==> config.mk <==
export PLATFORM = sky130hd
export DESIGN_NAME = mem_port_arbiter_flat
export DESIGN_NICKNAME = d
export VERILOG_FILES = /design/src/rtl/mem_port_arbiter_pkg.sv /design/src/rtl/mem_port_arbiter_if.sv /design/src/rtl/mem_port_arbiter_latency_timer.sv /design/src/rtl/mem_port_arbiter.sv /design/src/flat_wrapper.sv
export SDC_FILE = /design/constraint.sdc
export NUM_CORES = 1
export LEC_CHECK = 0
export BUFFER_PORTS_ARGS = -buffer_cell sky130_fd_sc_hd__buf_2
export CAP_MARGIN = 10
export CORE_AREA = 10 10 97 99
export DETAILED_ROUTE_END_ITERATION = 7
export DIE_AREA = 0 0 107 109
export PLACE_DENSITY_LB_ADDON = 0.2
export SLEW_MARGIN = 20
export SYNTH_ARGS = -nofsm -noshare
export SYNTH_HDL_FRONTEND = slang
export SYNTH_SLANG_ARGS = --single-unit
==> constraint.sdc <==
create_clock -name clk -period 3.2 [get_ports clk]
set_clock_uncertainty 0.2 [all_clocks]
set_input_delay 0.64 -clock clk [delete_from_list [all_inputs] [get_ports clk]]
set_output_delay 0.64 -clock clk [all_outputs]
set_load 0.005 [all_outputs]
==> src/rtl/mem_port_arbiter_pkg.sv <==
// Shared types and widths for the IF/MEM single-port memory arbiter.
package mem_port_arbiter_pkg;

  localparam int unsigned WIDTH  = 32;
  localparam int unsigned CNT_W  = 4;
  localparam int unsigned PERF_W = 32;

  typedef enum logic [1:0] {
    IDLE     = 2'd0,
    BUSY_IF  = 2'd1,
    BUSY_MEM = 2'd2
  } arb_state_t;

  // Command presented on the memory port by the arbitration winner
  typedef struct packed {
    logic             we;
    logic [WIDTH-1:0] addr;
    logic [WIDTH-1:0] wdata;
  } port_cmd_t;

endpackage

==> src/rtl/mem_port_arbiter_if.sv <==
// Fetch, load/store and memory-port signals of the arbiter.
// slave: arbiter view; master: requester/memory view.
interface mem_port_arbiter_if;
  import mem_port_arbiter_pkg::*;

  logic             if_req;
  logic [WIDTH-1:0] if_addr;
  logic             if_gnt;
  logic             if_rvalid;
  logic [WIDTH-1:0] if_rdata;
  logic             if_stall;
  logic             branch_taken_ex;

  logic             mem_req;
  logic             mem_we;
  logic [WIDTH-1:0] mem_addr;
  logic [WIDTH-1:0] mem_wdata;
  logic             mem_gnt;
  logic             mem_rvalid;
  logic [WIDTH-1:0] mem_rdata;

  logic             port_req;
  logic             port_we;
  logic [WIDTH-1:0] port_addr;
  logic [WIDTH-1:0] port_wdata;
  logic [WIDTH-1:0] port_rdata;

  modport slave (
    input  if_req, if_addr, branch_taken_ex,
    input  mem_req, mem_we, mem_addr, mem_wdata,
    input  port_rdata,
    output if_gnt, if_rvalid, if_rdata, if_stall,
    output mem_gnt, mem_rvalid, mem_rdata,
    output port_req, port_we, port_addr, port_wdata
  );

  modport master (
    output if_req, if_addr, branch_taken_ex,
    output mem_req, mem_we, mem_addr, mem_wdata,
    output port_rdata,
    input  if_gnt, if_rvalid, if_rdata, if_stall,
    input  mem_gnt, mem_rvalid, mem_rdata,
    input  port_req, port_we, port_addr, port_wdata
  );

endinterface

==> src/rtl/mem_port_arbiter_latency_timer.sv <==
// Loadable down-counter tracking the remaining memory latency of the access in flight.
module arb_latency_timer
  import mem_port_arbiter_pkg::*;
(
  input  logic             clk,
  input  logic             nrst,
  input  logic             load,
  input  logic [CNT_W-1:0] value,
  output logic             zero_c
);

  logic [CNT_W-1:0] cnt_q;

  // Counts down to zero and parks there until reloaded
  always_ff @(posedge clk or negedge nrst) begin
    if (!nrst) begin
      cnt_q <= '0;
    end else if (load) begin
      cnt_q <= value;
    end else if (cnt_q != '0) begin
      cnt_q <= cnt_q - CNT_W'(1);
    end
  end

  assign zero_c = (cnt_q == '0);

endmodule

==> src/rtl/mem_port_arbiter.sv <==
// Arbitrates one fixed-latency memory port between fetch (IF) and load/store (MEM).
// Optional ARB_PERF_COUNTERS_EN adds saturating stall/conflict counters.
module mem_port_arbiter
  import mem_port_arbiter_pkg::*;
#(
  parameter int unsigned LATENCY      = 2,
  parameter int unsigned STARVE_LIMIT = 4
) (
  input  logic                  clk,
  input  logic                  nrst,
  mem_port_arbiter_if.slave     bus
`ifdef ARB_PERF_COUNTERS_EN
  ,
  output logic [PERF_W-1:0]     perf_if_stall_cycles,
  output logic [PERF_W-1:0]     perf_conflicts
`endif
);

  localparam logic [CNT_W-1:0] LOAD_VAL  = CNT_W'(LATENCY - 1);
  localparam logic [CNT_W-1:0] STARVE_MX = CNT_W'(STARVE_LIMIT);

  arb_state_t       state_q, state_d;
  logic [CNT_W-1:0] starve_q, starve_d;
  logic             kill_q, kill_d;
  logic             store_q, store_d;
  logic             timer_load;
  logic             timer_zero_c;
  logic             if_win_c;
  logic             if_rvalid_c;
  port_cmd_t        cmd_c;

  arb_latency_timer u_timer (
    .clk    (clk),
    .nrst   (nrst),
    .load   (timer_load),
    .value  (LOAD_VAL),
    .zero_c (timer_zero_c)
  );

  always_ff @(posedge clk or negedge nrst) begin
    if (!nrst) begin
      state_q  <= IDLE;
      starve_q <= '0;
      kill_q   <= 1'b0;
      store_q  <= 1'b0;
    end else begin
      state_q  <= state_d;
      starve_q <= starve_d;
      kill_q   <= kill_d;
      store_q  <= store_d;
    end
  end

  // Next state, arbitration and port mux; every output is forced low while in reset
  always_comb begin
    state_d     = state_q;
    starve_d    = starve_q;
    kill_d      = kill_q;
    store_d     = store_q;
    timer_load  = 1'b0;
    if_rvalid_c = 1'b0;

    bus.if_gnt     = 1'b0;
    bus.if_rdata   = '0;
    bus.mem_gnt    = 1'b0;
    bus.mem_rvalid = 1'b0;
    bus.mem_rdata  = '0;
    bus.port_req   = 1'b0;
    bus.port_we    = 1'b0;
    bus.port_addr  = '0;
    bus.port_wdata = '0;

    if_win_c = bus.if_req & (~bus.mem_req | (starve_q == STARVE_MX));
    if (if_win_c) begin
      cmd_c.we    = 1'b0;
      cmd_c.addr  = bus.if_addr;
      cmd_c.wdata = '0;
    end else begin
      cmd_c.we    = bus.mem_we;
      cmd_c.addr  = bus.mem_addr;
      cmd_c.wdata = bus.mem_wdata;
    end

    case (state_q)
      IDLE: begin
        kill_d = 1'b0;
        if (nrst && (bus.if_req || bus.mem_req)) begin
          bus.port_req   = 1'b1;
          bus.port_we    = cmd_c.we;
          bus.port_addr  = cmd_c.addr;
          bus.port_wdata = cmd_c.wdata;
          timer_load     = 1'b1;
          if (if_win_c) begin
            bus.if_gnt = 1'b1;
            starve_d   = '0;
            kill_d     = bus.branch_taken_ex;
            state_d    = BUSY_IF;
          end else begin
            bus.mem_gnt = 1'b1;
            store_d     = bus.mem_we;
            state_d     = BUSY_MEM;
            if (bus.if_req && (starve_q != STARVE_MX)) begin
              starve_d = starve_q + CNT_W'(1);
            end
          end
        end
      end
      BUSY_IF: begin
        if (bus.branch_taken_ex) begin
          kill_d = 1'b1;
        end
        if (timer_zero_c) begin
          state_d = IDLE;
          kill_d  = 1'b0;
          // A redirect now or earlier in the access drops the response
          if (nrst && !kill_q && !bus.branch_taken_ex) begin
            if_rvalid_c  = 1'b1;
            bus.if_rdata = bus.port_rdata;
          end
        end
      end
      BUSY_MEM: begin
        if (timer_zero_c) begin
          state_d = IDLE;
          if (nrst) begin
            bus.mem_rvalid = 1'b1;
            bus.mem_rdata  = store_q ? '0 : bus.port_rdata;
          end
        end
      end
      default: begin
        state_d = IDLE;
      end
    endcase

    bus.if_rvalid = if_rvalid_c;
    bus.if_stall  = nrst & bus.if_req & ~if_rvalid_c;
  end

`ifdef ARB_PERF_COUNTERS_EN
  // Saturating event counters
  always_ff @(posedge clk or negedge nrst) begin
    if (!nrst) begin
      perf_if_stall_cycles <= '0;
      perf_conflicts       <= '0;
    end else begin
      if (bus.if_stall && (perf_if_stall_cycles != '1)) begin
        perf_if_stall_cycles <= perf_if_stall_cycles + PERF_W'(1);
      end
      if ((state_q == IDLE) && bus.if_req && bus.mem_req && (perf_conflicts != '1)) begin
        perf_conflicts <= perf_conflicts + PERF_W'(1);
      end
    end
  end
`endif

endmodule

==> src/flat_wrapper.sv <==
// flat-port wrapper written by rule: the top's interface ports become plain ports
module mem_port_arbiter_flat import mem_port_arbiter_pkg::*;
#(
  parameter int unsigned LATENCY      = 2,
  parameter int unsigned STARVE_LIMIT = 4
)
  (clk, nrst, bus_if_req, bus_if_addr, bus_branch_taken_ex, bus_mem_req, bus_mem_we, bus_mem_addr, bus_mem_wdata, bus_port_rdata, bus_if_gnt, bus_if_rvalid, bus_if_rdata, bus_if_stall, bus_mem_gnt, bus_mem_rvalid, bus_mem_rdata, bus_port_req, bus_port_we, bus_port_addr, bus_port_wdata);
  mem_port_arbiter_if bus_i ();
  input  logic clk;
  input  logic nrst;
  input wire logic [$bits(bus_i.if_req)-1:0] bus_if_req;
  input wire logic [$bits(bus_i.if_addr)-1:0] bus_if_addr;
  input wire logic [$bits(bus_i.branch_taken_ex)-1:0] bus_branch_taken_ex;
  input wire logic [$bits(bus_i.mem_req)-1:0] bus_mem_req;
  input wire logic [$bits(bus_i.mem_we)-1:0] bus_mem_we;
  input wire logic [$bits(bus_i.mem_addr)-1:0] bus_mem_addr;
  input wire logic [$bits(bus_i.mem_wdata)-1:0] bus_mem_wdata;
  input wire logic [$bits(bus_i.port_rdata)-1:0] bus_port_rdata;
  output wire logic [$bits(bus_i.if_gnt)-1:0] bus_if_gnt;
  output wire logic [$bits(bus_i.if_rvalid)-1:0] bus_if_rvalid;
  output wire logic [$bits(bus_i.if_rdata)-1:0] bus_if_rdata;
  output wire logic [$bits(bus_i.if_stall)-1:0] bus_if_stall;
  output wire logic [$bits(bus_i.mem_gnt)-1:0] bus_mem_gnt;
  output wire logic [$bits(bus_i.mem_rvalid)-1:0] bus_mem_rvalid;
  output wire logic [$bits(bus_i.mem_rdata)-1:0] bus_mem_rdata;
  output wire logic [$bits(bus_i.port_req)-1:0] bus_port_req;
  output wire logic [$bits(bus_i.port_we)-1:0] bus_port_we;
  output wire logic [$bits(bus_i.port_addr)-1:0] bus_port_addr;
  output wire logic [$bits(bus_i.port_wdata)-1:0] bus_port_wdata;
  assign bus_i.if_req = bus_if_req;
  assign bus_i.if_addr = bus_if_addr;
  assign bus_i.branch_taken_ex = bus_branch_taken_ex;
  assign bus_i.mem_req = bus_mem_req;
  assign bus_i.mem_we = bus_mem_we;
  assign bus_i.mem_addr = bus_mem_addr;
  assign bus_i.mem_wdata = bus_mem_wdata;
  assign bus_i.port_rdata = bus_port_rdata;
  assign bus_if_gnt = bus_i.if_gnt;
  assign bus_if_rvalid = bus_i.if_rvalid;
  assign bus_if_rdata = bus_i.if_rdata;
  assign bus_if_stall = bus_i.if_stall;
  assign bus_mem_gnt = bus_i.mem_gnt;
  assign bus_mem_rvalid = bus_i.mem_rvalid;
  assign bus_mem_rdata = bus_i.mem_rdata;
  assign bus_port_req = bus_i.port_req;
  assign bus_port_we = bus_i.port_we;
  assign bus_port_addr = bus_i.port_addr;
  assign bus_port_wdata = bus_i.port_wdata;
  mem_port_arbiter #(.LATENCY(LATENCY), .STARVE_LIMIT(STARVE_LIMIT)) u_core (.clk(clk), .nrst(nrst), .bus(bus_i));
endmodule
==> summary.md <==
| Metric | Value |
|---|---|
| Multi-input gate area | `0.00154 mm2` |
| Clock-pin slew on the worst setup and hold paths | `around 0.06 ns` |
| Crit path largest cell delay | `0.58 ns` |
| Max layer used | `met4` |
| Die span in x | `about 110 um` |
| Cts bufs inserted | `3` |
| Postcts setup bufs | `0` |
| Delay-heaviest family, CP | `compound AO/OA/AOI/OAI gates` |
| Vias per cell | `roughly 4.6` |
| # hold bufs at CTS | `0` |
| Share of layout cells above drive strength 1 | `between 50 and 60%` |
| Yosys top cell area share | `14.8%` |
| Hold Slack | `0.0695 ns` |
| FF+latch count, synth | `12` |
| Final setup violation count | `0` |
| Fillcell total | `about 820` |
| Worst-case clock buffer depth | `2` |
| Antenna viol nets, final | `0` |
| Warnings, synthesis | `0` |
| Grt ovf | `0` |
| Critical-path cell with the highest stage delay | `a21bo_2` |
| Status | `complete, no violations` |
| Fin. Hold Viols | `0` |
| Met3 wire length | `1130 um` |
| Global-route wire length before repair | `~15,000 um` |
| Design Area, Final | `roughly 0.0035 mm2` |
| Final Net Count | `between 600 and 700` |
| Startpoint types | `flop` |
| Post-Place Cell Area | `between 0.003 and 0.004 mm2` |
| Critical Path, Cell by Cell | `inv_1 > ha_1 > nand3b_1 > a21bo_2 > o22ai_1 > buf_2` |
| Pwr/cell area | `just over 400 mW/mm2` |
| Register area | `approximately 300 um2` |
| WL final | `a little over 10,000 um` |
| # port buffers | `268` |
| TritonCTS clock tree | `done` |
| Post-layout min period | `about 2.9 ns` |
| Met2 routed WL | `about 5300 um` |
| I/O Pins | `269` |
| Sequential element share of the synthesized area | `roughly 15%` |
| Die height | `109 um` |
| Root Buffer Master | `clkbuf_8` |
| Via count | `3,011` |
| Htree depth | `1` |
| DRT met1 WL | `3950 um` |
| Worst path required time | `between 2 and 2.5 ns` |
| Post-synth EDFFs | `0` |
| Unrepaired setup endpoints after global routing | `false` |
| Hold Crit Class | `input pin to async pin` |
| MaxCap Viol Count | `0` |
| Reg-to-reg slack, setup | `between 1 and 1.5 ns` |
| Kind of critical path | `flop to primary output` |
| Final setup TNS | `0 ns` |
| Antenna violations before repair | `1` |
| Largest net degree at the start of global routing | `65` |
| Crit. End Element | `primary output` |
| Max IR drop VDD | `roughly 200 uV` |
| DR iter-0 viols | `180` |
| Synth Cell Area | `just over 0.002 mm2` |
| Total die area | `0.0117 mm2` |
| DR DRC count | `0` |
| Avg Inst Size Synth | `between 6 and 7 um2` |
| Slew margin rel. | `58.1%` |
| CP max FO | `32` |
| Clock Sinks | `12` |
| Synthesized instance count | `~310` |
| Worst Path Arrival | `2.10 ns` |
| Leakage | `between 2 and 2.5 nW` |
| RePlAce Congestion | `between 0.8 and 0.9` |
| Asr flop ratio synth | `100%` |
| Place WS | `about 0.57 ns` |
| Area growth from synthesis to layout | `70.0%` |
| Worst-Skew Late Latency | `0.24 ns` |
| DR pass1 iterations | `4` |
| Most area-hungry cell type in the Yosys netlist | `dfrtp_1` |
| Max Slew Vio Count | `0` |
| Standard-cell rows | `32` |
| Synth area leaders | `dfrtp_1 15%, nand2_1 13%, and2_1 13%` |
| Least-Margin Pin Slew | `around 0.63 ns` |
| CORE AREA | `about 0.0075 mm2` |
| Tot GR Track Use | `between 10% and 20%` |
| Detailed placement HPWL | `between 8000 and 9000 um` |
| Post-synth cell types | `39` |
| WL per Instance | `15.7 um` |
| Period utilization | `between 90% and 100%` |
| Initial Util | `a little over a quarter` |
| Number of buffer and inverter stages on the critical path | `2` |
| Commonest register cell after synthesis | `dfrtp_1` |
| Final setup margin | `0.256 ns` |
| Vias in the first global route | `slightly below 3,000` |
| CTS resizes | `0` |
| Achievable clock frequency | `~0.34 GHz` |
| Syn_nets | `448` |
-- routing by layer --
layer,global-route usage (%),vias to the layer above
met5,0,-
met4,1.26,0
met3,6.84,2
met2,28.2,147
met1,17.0,1324
li1,-,1538
-- cell type report --
cell class / count / share of cell area, %
Antenna cell: 1 / 0.0725
Clock buffer: 4 / 1.59
Inverter: 10 / 1.09
Multi-Input combinational cell: 257 / 44.5
Sequential cell: 12 / 8.70
Tap cell: 102 / 3.70
Timing Repair Buffer: 273 / 40.3
-- layout by cell type (no fill, tap or decap), drive strengths merged, types with 2 or more instances in the layout --
cell type	count
ha	6
nand3b	2
dfrtp	12
and3	38
o21ai	4
inv	10
a21oi	3
o22ai	33
a22oi	2
nand2	71
and2	66
mux2i	2
clkbuf	4
nor2	8
buf	273
o31a	2
nor3b	2
nand3	4
-- power by group --
part,switching [W],internal [W],total (W)
Clock,0.0000576,0.000109,0.000166
Combinational,0.000493,0.000454,0.000946
Sequential,0.0000605,0.000219,0.000279
Total,0.000611,0.000781,0.00139
-- final timing paths --
check / start / endpoint / cells past startpoint
hold / removal: nrst / u_core.starve_q[0]$_DFFE_PN0P_ / 1
hold reg to reg: u_core.store_q$_DFFE_PN0P_ / u_core.store_q$_DFFE_PN0P_ / 1
setup reg to reg: u_core.state_q[0]$_DFFE_PN0P_ / u_core.store_q$_DFFE_PN0P_ / 6
setup / recovery: u_core.starve_q[0]$_DFFE_PN0P_ / bus_port_addr[2] / 6
min in group clk: u_core.store_q$_DFFE_PN0P_ / u_core.store_q$_DFFE_PN0P_ / 1
max in group asynchronous: nrst / u_core.state_q[1]$_DFFE_PN0P_ / 2
-- synth_stat cells (2+ instances only) --
library cell	n
a21oi_1	3
a22oi_1	2
and2_1	41
and2_2	25
and3_1	36
buf_2	15
buf_6	3
clkbuf_1	8
clkbuf_2	2
dfrtp_1	12
ha_1	6
inv_1	10
mux2i_1	2
nand2_1	71
nand3_1	4
nand3b_1	2
nor2_1	8
o21ai_0	4
o22ai_1	33
o31a_1	2
-- worst register-to-register path: stages (launching register included) --
cell     delay [ns]
dfrtp_1        0.38
inv_1          0.11
ha_1           0.30
and3_1         0.20
buf_4          0.25
nand2_1        0.14
a21o_1         0.19
-- logic make-up (layout without fill, tap and decap cells) --
logic type                 after synthesis  after routing  share of synthesized area, %
adders and majority gates                6              6                          3.70
buffers and inverters                   39            287                          9.55
and+or+nand+nor                        197            197                          54.0
DFF                                     12             12                          14.8
AOI/OAI and AO/OA                       50             50                          16.0
other                                    0              1                             0
muxes                                    3              3                          1.54
xor gates and xnor gates                 1              1                         0.431
-- metrics by stage --
stage	util [%]	std cells	power, W
floorplan	-	308	0.000887
global placement	45.1	654	0.00121
detailed placement	45.1	654	0.00123
CTS	45.8	658	0.00141
global route	45.8	658	0.00154
finish	45.9	659	0.00139
-- sequential cells by signal, indices dropped and copies added, names as in the netlist --
name	flops
u_core.starve_q	4
u_core.u_timer.cnt_q	4
u_core.state_q	2
u_core.kill_q	1
u_core.store_q	1
(Power assumes the default switching activity.)
